[config.mk]
export PLATFORM = sky130hd
export DESIGN_NAME = ibex_mem_arbiter
export DESIGN_NICKNAME = d
export VERILOG_FILES = /design/src/rtl/ibex_mem_arb_pkg.sv /design/src/rtl/ibex_mem_arb_fifo.sv /design/src/rtl/ibex_mem_arbiter.sv
export SDC_FILE = /design/constraint.sdc
export NUM_CORES = 1
export LEC_CHECK = 0
export CAP_MARGIN = 10
export CORE_AREA = 2 2 110 112
export CTS_BUF_LIST = sky130_fd_sc_hd__clkbuf_16
export CTS_CLUSTER_DIAMETER = 60
export CTS_CLUSTER_SIZE = 28
export DETAILED_ROUTE_END_ITERATION = 12
export DIE_AREA = 0 0 112 114
export PLACE_DENSITY = 0.7
export SLEW_MARGIN = 20
export SYNTH_ARGS = -nofsm -noshare
export SYNTH_HDL_FRONTEND = slang
export SYNTH_HIERARCHICAL = 1
export SYNTH_SLANG_ARGS = --single-unit
[constraint.sdc]
create_clock -name clk_i -period 2 [get_ports clk_i]
set_input_delay 0.3 -clock clk_i [delete_from_list [all_inputs] [get_ports clk_i]]
set_output_delay 0.3 -clock clk_i [all_outputs]
set_load 0.05 [all_outputs]
[src/rtl/ibex_mem_arb_pkg.sv]
// Shared types and helpers for the Ibex memory-port arbiter.
package ibex_mem_arb_pkg;

  typedef enum logic {
    ARB_FIXED = 1'b0,
    ARB_RR    = 1'b1
  } arb_mode_e;

  // Index width that stays at least one bit wide for single-entry ranges.
  function automatic int unsigned idx_width(input int unsigned n);
    return (n > 1) ? $clog2(n) : 1;
  endfunction

endpackage

[src/rtl/ibex_mem_arb_fifo.sv]
// In-order route FIFO: remembers which channel owns each outstanding transaction.
module ibex_mem_arb_fifo
  import ibex_mem_arb_pkg::*;
#(
  parameter int unsigned DEPTH = 2,
  parameter int unsigned WIDTH = 1
) (
  input  logic                         clk,
  input  logic                         rst,
  input  logic                         push,
  input  logic [WIDTH-1:0]             push_data,
  input  logic                         pop,
  output logic [WIDTH-1:0]             pop_data,
  output logic [$clog2(DEPTH+1)-1:0]   count,
  output logic                         empty,
  output logic                         full
);

  localparam int unsigned PTR_W = idx_width(DEPTH);
  localparam int unsigned CNT_W = $clog2(DEPTH+1);

  logic [WIDTH-1:0] mem [DEPTH];
  logic [PTR_W-1:0] wr_ptr;
  logic [PTR_W-1:0] rd_ptr;
  logic             do_push;
  logic             do_pop;

  function automatic logic [PTR_W-1:0] ptr_next(input logic [PTR_W-1:0] p);
    return (p == PTR_W'(DEPTH-1)) ? '0 : p + 1'b1;
  endfunction

  assign empty    = (count == '0);
  assign full     = (count == CNT_W'(DEPTH));
  assign do_push  = push & ~full;
  assign do_pop   = pop & ~empty;
  assign pop_data = mem[rd_ptr];

  always_ff @(posedge clk or posedge rst) begin
    if (rst) begin
      wr_ptr <= '0;
      rd_ptr <= '0;
      count  <= '0;
      for (int unsigned i = 0; i < DEPTH; i++) begin
        mem[i] <= '0;
      end
    end else begin
      if (do_push) begin
        mem[wr_ptr] <= push_data;
        wr_ptr      <= ptr_next(wr_ptr);
      end
      if (do_pop) begin
        rd_ptr <= ptr_next(rd_ptr);
      end
      case ({do_push, do_pop})
        2'b10:   count <= count + 1'b1;
        2'b01:   count <= count - 1'b1;
        default: count <= count;
      endcase
    end
  end

endmodule

[src/rtl/ibex_mem_arbiter.sv]
// Arbitrates several Ibex req/gnt/rvalid channels onto one memory port and
// routes in-order responses back to the channel that issued each request.
module ibex_mem_arbiter
  import ibex_mem_arb_pkg::*;
#(
  parameter int unsigned NUM_CH    = 2,
  parameter int unsigned ADDR_W    = 32,
  parameter int unsigned DATA_W    = 32,
  parameter int unsigned MAX_OUTST = 2,
  parameter arb_mode_e   ARB_MODE  = ARB_FIXED,
  localparam int unsigned BE_W     = DATA_W / 8,
  localparam int unsigned CH_W     = idx_width(NUM_CH),
  localparam int unsigned OUT_W    = $clog2(MAX_OUTST+1)
) (
  input  logic                     clk_i,
  input  logic                     rst_i,
  input  logic [NUM_CH-1:0]        ch_req_i,
  output logic [NUM_CH-1:0]        ch_gnt_o,
  input  logic [NUM_CH-1:0]        ch_we_i,
  input  logic [NUM_CH*BE_W-1:0]   ch_be_i,
  input  logic [NUM_CH*ADDR_W-1:0] ch_addr_i,
  input  logic [NUM_CH*DATA_W-1:0] ch_wdata_i,
  output logic [NUM_CH-1:0]        ch_rvalid_o,
  output logic [NUM_CH-1:0]        ch_err_o,
  output logic [DATA_W-1:0]        ch_rdata_o,
  output logic                     mem_req_o,
  output logic                     mem_we_o,
  output logic [BE_W-1:0]          mem_be_o,
  output logic [ADDR_W-1:0]        mem_addr_o,
  output logic [DATA_W-1:0]        mem_wdata_o,
  input  logic                     mem_gnt_i,
  input  logic                     mem_rvalid_i,
  input  logic                     mem_err_i,
  input  logic [DATA_W-1:0]        mem_rdata_i,
  output logic [OUT_W-1:0]         outst_o,
  output logic                     unexp_rsp_o
);

  logic [CH_W-1:0] arb_sel;
  logic [CH_W-1:0] sel;
  logic [CH_W-1:0] cand;
  logic [CH_W-1:0] lock_ch;
  logic [CH_W-1:0] rr_ptr;
  logic [CH_W-1:0] head;
  logic            found;
  logic            locked;
  logic            fifo_full;
  logic            fifo_empty;
  logic            hs;
  logic            pop;

  always_comb begin
    arb_sel = '0;
    found   = 1'b0;
    cand    = '0;
    for (int unsigned i = 0; i < NUM_CH; i++) begin
      cand = (ARB_MODE == ARB_RR) ? CH_W'((32'(rr_ptr) + i) % NUM_CH) : CH_W'(i);
      if (!found && ch_req_i[cand]) begin
        found   = 1'b1;
        arb_sel = cand;
      end
    end
  end

  // A stalled request keeps its channel so the memory side sees stable
  // address/data until it grants; the lock yields only if that channel lets go.
  assign sel = (locked && ch_req_i[lock_ch]) ? lock_ch : arb_sel;

  assign mem_req_o   = (|ch_req_i) & ~fifo_full & ~rst_i;
  assign hs          = mem_req_o & mem_gnt_i;
  assign pop         = mem_rvalid_i & ~fifo_empty & ~rst_i;

  assign mem_we_o    = ch_we_i[sel];
  assign mem_be_o    = BE_W'(ch_be_i >> (32'(sel) * BE_W));
  assign mem_addr_o  = ADDR_W'(ch_addr_i >> (32'(sel) * ADDR_W));
  assign mem_wdata_o = DATA_W'(ch_wdata_i >> (32'(sel) * DATA_W));
  assign ch_rdata_o  = mem_rdata_i;

  always_comb begin
    ch_gnt_o    = '0;
    ch_rvalid_o = '0;
    ch_err_o    = '0;
    if (hs) begin
      ch_gnt_o[sel] = 1'b1;
    end
    if (pop) begin
      ch_rvalid_o[head] = 1'b1;
      ch_err_o[head]    = mem_err_i;
    end
  end

  always_ff @(posedge clk_i or posedge rst_i) begin
    if (rst_i) begin
      locked      <= 1'b0;
      lock_ch     <= '0;
      rr_ptr      <= '0;
      unexp_rsp_o <= 1'b0;
    end else begin
      locked  <= mem_req_o & ~mem_gnt_i;
      lock_ch <= sel;
      if (hs && (ARB_MODE == ARB_RR)) begin
        rr_ptr <= (32'(sel) == NUM_CH - 1) ? '0 : sel + 1'b1;
      end
      if (mem_rvalid_i && fifo_empty) begin
        unexp_rsp_o <= 1'b1;
      end
    end
  end

  ibex_mem_arb_fifo #(
    .DEPTH (MAX_OUTST),
    .WIDTH (CH_W)
  ) u_route_fifo (
    .clk       (clk_i),
    .rst       (rst_i),
    .push      (hs),
    .push_data (sel),
    .pop       (pop),
    .pop_data  (head),
    .count     (outst_o),
    .empty     (fifo_empty),
    .full      (fifo_full)
  );

endmodule

==> results of run 1 <==
power by group through the flow:
stage / Sequential (mW) / Clock [mW] / Combinational (mW)
after floorplan: 0.377 / 0 / 1.22
after global placement: 0.313 / 0 / 1.84
after detailed placement: 0.316 / 0 / 1.86
after CTS: 0.319 / 0.350 / 1.91
after global routing: 0.329 / 0.367 / 2.01
final: 0.318 / 0.345 / 1.91
stage by stage:
stage                     hold WS (ps)  utilization (%)  total power [mW]  instance area, um^2
after floorplan                   53.6                -              1.59                 2310
after global placement             442             37.1              2.15                 4350
after detailed placement           452             37.1              2.17                 4350
after CTS                          465             38.8              2.58                 4540
after global routing               494             39.3              2.70                 4600
final                              461             39.3              2.58                 4600
cells by family after synthesis:
logic type      count (synthesis)
flops                           9
xor+xnor                        5
buf+inv                       136
simple gates                   91
mux                             3
compound gates                 72
fa+ha+maj                       1
worst max-delay path: cells and delay by family (launching register included):
family / cells / cell delay (ps)
AO/OA/AOI/OAI: 1 / 380
flip-flops: 1 / 450
AND/OR/NAND/NOR: 1 / 320
buffers and inverters: 1 / 260
state kept, by name (all words and copies together), names as in the netlist:
| signal | flops |
|---|---|
| lock_ch | 1 |
| locked | 1 |
| u_route_fifo/count | 2 |
| u_route_fifo/mem | 2 |
| u_route_fifo/rd_ptr | 1 |
| u_route_fifo/wr_ptr | 1 |
| unexp_rsp_o | 1 |
cell usage in the layout, fill, tap and decap left out, types with 2 or more instances in the layout:
| master | instances |
|---|---|
| o32ai_2 | 12 |
| nand2_1 | 71 |
| buf_6 | 15 |
| o32ai_1 | 46 |
| nor2_1 | 5 |
| and3b_1 | 2 |
| mux2_1 | 2 |
| inv_1 | 74 |
| buf_4 | 67 |
| clkbuf_16 | 3 |
| xor2_1 | 2 |
| and3_4 | 3 |
| o32ai_4 | 11 |
| buf_12 | 10 |
| dfrtp_1 | 6 |
| dfrtp_2 | 3 |
| clkdlybuf4s50_1 | 145 |
| xnor2_1 | 3 |
repair_timing:
action                     in CTS  in global routing
pin swaps                       3                  0
buffers inserted                2                  0
gates cloned                    2                  1
gates resized for setup        18                  8
setup endpoints to repair      69                 42
layout make-up:
class / count / share of cell area (%)
flip-flops and latches: 9 / 4.98
clock buffers: 3 / 1.63
inverters: 73 / 5.95
clock inverters: 1 / 0.0816
repair buffers: 240 / 51.5
multi-input cells: 174 / 31.9
well taps: 147 / 4.00
routing by layer:
metal  part of all wire, %  wire, um  global-route usage, %  vias to the layer above
li1                      -         -                      -                     1420
met1                    40      4220                   17.0                     1385
met2                    51      5380                   27.1                      150
met3                   8.2       867                   4.09                       13
met4                  0.42        44                   1.79                        0
met5                     0         0                      0                        -
worst min path at each step:
stage,from,endpoint,slack (ps),depth (start not counted)
final,unexp_rsp_o,unexp_rsp_o,460,1
after global routing,u_route_fifo/rd_ptr,u_route_fifo/rd_ptr,490,1
after CTS,unexp_rsp_o,unexp_rsp_o,460,1
after detailed placement,unexp_rsp_o,unexp_rsp_o,450,1
after global placement,unexp_rsp_o,unexp_rsp_o,440,1
after floorplan,rst_i,lock_ch,50,1
==> impl_metrics.csv, run 1 <==
group,metric,value,unit
setup_path,critPathSlowestCell,"dfrtp_2",
routing,vias,2968,
timing,fmax,0.504,GHz
timing,finalHoldViolCount,0,
synth,synth_most_common_cell,"inv_1",
synth,synthMuxAreaShare,1.59,%
placed_design,numPortBuffers,223,
timing,worst_pin_slew,511,ps
synth,ys_warn_count,6,
placed_design,gp_congestion,0.769,
timing,period_share,99.3,%
clocking,path_clk_slew,40,ps
power_and_ir_drop,intPower,1.36,mW
routing,vias_per_cell,4.59,
clocking,cts-root-buf,"clkbuf_16",
timing,setup_tns,0,ps
power_and_ir_drop,switchingPower,1.22,mW
synth,synth-simple-area-share,18.8,%
synth,synthFlopType,"dfrtp_1",
timing,rsz0062_at_grt,"true",
setup_path,endpoint_kind,"output port",
timing,layout_setup_ws,14.1,ps
power_and_ir_drop,ir_drop,513,uV
global_routing,antenna_found_initial,0,
finish,ff_latch_area,229,um^2
synth,synth.top_cells.by_count,"inv_1 (73), nand2_1 (71), o32ai_1 (59)",
placed_design,place_ws,-164,ps
synth,yosysTopAreaCellShare,24.4,%
routing,wirelength,10500,um
setup_path,cp-start-kind,"register",
clocking,cts.sinks,9,
timing,relSlewSlack,65.9,%
global_routing,grt_start_max_net_pins,39,
setup_path,crit_end,"mem_wdata_o[19]",
clocking,cts_inserted_buffers,3,
synth,synthesis.nets,495,
timing,slew_viol_final,0,
power_and_ir_drop,swShare,47.2,%
finish,area_growth,117,%
hold_path,hold_class,"reg -> reg",
power_and_ir_drop,seqPwrFrac,12.3,%
synth,synth_seq_cells,9,
finish,final_cells,647,
clocking,htree_levels,1,
routing,ant_nets,0,
timing,min_period,1990,ps
routing,dr.pass1.iters,4,
floorplan,io_pins,288,
power_and_ir_drop,clkPwrFrac,13.4,%
synth,synth_fa_ha_area_share,0.590,%
power_and_ir_drop,power_density,560,nW/um^2
floorplan,die_area,12800,um^2
synth,synthArstFlopShare,100,%
run_status,status,"finished, final reports clean",
setup_path,r2r_end,"u_route_fifo/count[1]",
placed_design,dp_hpwl,7680,um
finish,diodes,0,
setup_path,max_stage_delay,450,ps
power_and_ir_drop,p_comb_share,74.3,%
routing,drcViolationCount,0,
synth,synth_compound_area_share,33.5,%
floorplan,initial_utilization,18.1,%
clocking,ctsLongestPathBuffers,2,
synth,synth_edf_count,0,
synth,synth-xor-area-share,2.06,%
setup_path,crit-reg2reg-launch,"u_route_fifo/count[0]",
synth,yosysUniqueCellTypes,31,
setup_path,path_class,"reg -> out",
clocking,cts_tree,"built",
floorplan,fp.coreArea,11700,um^2
run,maxCapViolations,0,
timing,finalSetupViolations,0,
floorplan,die_w,112,um
synth,synth_area_per_cell,6.69,um^2
finish,fillers,1173,
routing,initialDrtViolationCount,176,
timing,skew,1.18,ps
power_and_ir_drop,p_leak,2.08,nW
synth,synth_cells,317,
global_routing,grt_pass1_wl,14900,um
setup_path,crit_fanout,35,
setup_path,rr_worst_depth,8,
floorplan,core.rowCount,40,
synth,yosysTopAreaCell,"o32ai_1",
placed_design,placed_cells,638,
clocking,insertion_delay,230,ps
global_routing,grt_pass1_vias,2856,
finish,nets,679,
setup_path,crit_path_start,"locked",
clocking,cts_hold_buffers,0,
finish,drive_above_1_share,26.6,%
floorplan,die_y,114,um
setup_path,crit_chain,"and3_4 -> o32ai_1 -> buf_4",
setup_path,rrSetupSlack,220,ps
setup_path,cp.required,1700,ps
global_routing,grt_usage,14.5,%
synth,synth_top_family_by_area,"compound AO/OA/AOI/OAI gates",
synth,syn_area,2120,um^2
synth,synth_area_leaders,"o32ai_1 (24%), inv_1 (13%), nand2_1 (13%), buf_4 (11%), dfrtp_1 (11%)",
finish,multi_input_area,1470,um^2
routing,wl_per_cell,16.3,um
synth,yosysSeqAreaShare,10.6,%
global_routing,grt_overflow_total,0,
setup_path,cp.arrival,1690,ps
No activity file was read; power rests on OpenSTA's default activity.
==> run 2: changes to the inputs <==
Settings changed: SLEW_MARGIN 20 to default.
==> results of run 2 <==
No change in the layout: final DEF, timing and power equal those of run 1.
==> run 3: changes to the inputs <==
Settings changed: CTS_BUF_LIST sky130_fd_sc_hd__clkbuf_16 to default.
==> run 3 against run 2 <==
Clock skew about the same. Register-to-register slack about the same. Routed wire length down 0.45%. Fmax up 0.18%. Sequential share of layout area unchanged. Count of clock-buffer cells in the layout up 1. Worst setup slack better by 3.5 ps. Combinational power about the same. Die area unchanged. Sequential power about the same. Total power up 0.18%. Flip-flop and latch count unchanged. Critical path type unchanged. Highest routed layer unchanged.
==> impl_metrics.csv, run 3 (same netlist as run 1, synthesis figures left out) <==
group,metric,value,unit
placed_design,numPortBuffers,223,
power_and_ir_drop,p_total,2.58,mW
floorplan,die_w,112,um
floorplan,core.rowCount,40,
timing,finalSetupViolations,0,
floorplan,die_y,114,um
global_routing,grt_start_max_net_pins,39,
run,maxCapViolations,0,
setup_path,crit_fanout,35,
clocking,htree_levels,1,
finish,drive_above_1_share,26.6,%
routing,dr.pass1.iters,4,
timing,setup_tns,0,ps
finish,final_common_cell,"clkdlybuf4s50_1",
setup_path,rr_worst_depth,8,
hold_path,hold_end,"unexp_rsp_o",
clocking,cts.sinks,9,
clocking,cts_hold_buffers,0,
clocking,path_clk_slew,40,ps
placed_design,dp_hpwl,7680,um
timing,slew_viol_final,0,
power_and_ir_drop,ir_drop,513,uV
placed_design,placed_cells,638,
global_routing,grt_usage,14.5,%
timing,relSlewSlack,65.9,%
floorplan,initial_utilization,18.1,%
finish,fillers,1173,
timing,period_share,99.1,%
timing,worst_pin_slew,510,ps
timing,layout_setup_ws,17.7,ps
setup_path,path_class,"reg -> out",
hold_path,hold_class,"reg -> reg",
setup_path,r2r_end,"u_route_fifo/count[1]",
floorplan,die_area,12800,um^2
clocking,insertion_delay,230,ps
finish,nets,679,
timing,rsz0062_at_grt,"true",
timing,finalHoldViolCount,0,
routing,ant_nets,0,
global_routing,grt_overflow_total,0,
setup_path,cp-start-kind,"register",
global_routing,grt_pass1_wl,14900,um
setup_path,crit_path_start,"locked",
global_routing,antenna_found_initial,0,
finish,largestRegisters,"u_route_fifo/count x2, u_route_fifo/mem x2",
clocking,ctsLongestPathBuffers,2,
run_status,status,"finished, final reports clean",
routing,vias_per_cell,4.57,
finish,area_growth,117,%
setup_path,endpoint_kind,"output port",
setup_path,cp.required,1700,ps
setup_path,crit-reg2reg-launch,"u_route_fifo/count[0]",
placed_design,gp_congestion,0.769,
timing,fmax,0.504,GHz
clocking,cts-root-buf,"clkbuf_16",
timing,min_period,1980,ps
floorplan,fp.coreArea,11700,um^2
routing,vias,2957,
routing,initialDrtViolationCount,187,
placed_design,place_ws,-164,ps
clocking,cts_tree,"built",
hold_path,whs_path_depth,1,
routing,drcViolationCount,0,
routing,wirelength,10500,um
finish,layout_common_cells,"clkdlybuf4s50_1 (145), inv_1 (73), nand2_1 (71)",
global_routing,grt_pass1_vias,2855,
setup_path,rrSetupSlack,220,ps
setup_path,cp.arrival,1680,ps
clocking,cts_inserted_buffers,3,
floorplan,io_pins,288,
finish,final_cells,647,
routing,wl_per_cell,16.2,um
finish,utilization,39.3,%
power_and_ir_drop,p_leak,2.07,nW
hold_path,hold_start,"unexp_rsp_o",
power_and_ir_drop,power_density,561,nW/um^2
timing,skew,1.17,ps
finish,diodes,0,
-- run 3: where the power goes --
part / total, mW / internal [mW] / leakage (nW) / switching, mW
clock: 0.350 / 0.266 / 0.0382 / 0.0843
sequential: 0.318 / 0.254 / 0.104 / 0.0641
combinational: 1.91 / 0.844 / 1.93 / 1.07
-- run 3: worst max path at each step --
stage          depth (start not counted)  slack (ps)               to
2_1_floorplan                          4        -410    mem_addr_o[0]
3_3_place_gp                           5        -100    mem_addr_o[1]
3_5_place_dp                           5        -160    mem_addr_o[1]
4_1_cts                                3         -30      mem_be_o[0]
5_1_grt                                3         -20  mem_wdata_o[28]
6_report                               3          20  mem_wdata_o[19]
-- run 3: what timing repair did --
action | 4_1_cts | 5_1_grt
cloned | 2 | 1
buffers inserted | 2 | 0
pin swaps | 3 | 0
gates resized for setup | 18 | 8
setup endpoints to repair | 69 | 42
-- run 3: metal layers --
metal / routed length [um] / share of wire, % / vias to the layer above / GRT usage, %
li1: - / - / 1418 / -
met1: 4220 / 40 / 1386 / 17.0
met2: 5380 / 51 / 142 / 27.1
met3: 825 / 7.9 / 11 / 4.09
met4: 42 / 0.40 / 0 / 1.79
met5: 0 / 0 / - / 0
-- run 3: critical path, stage by stage, from the launching register on --
cell     delay, ps
dfrtp_2        450
and3_4         320
o32ai_1        370
buf_4          260
-- run 3: final cells by class --
class | instances | area, um^2 | share of cell area, %
clock buffers | 4 | 78.8 | 1.71
inverters | 73 | 274 | 5.95
multi-input cells | 174 | 1470 | 31.9
flip-flops and latches | 9 | 229 | 4.98
well taps | 147 | 184 | 4.00
repair buffers | 240 | 2370 | 51.5
-- run 3: per-stage QoR --
step,instance area (um^2),hold slack (ps)
6_report,4600,461
4_1_cts,4540,465
3_3_place_gp,4350,442
5_1_grt,4600,494
2_1_floorplan,2310,53.6
3_5_place_dp,4350,452
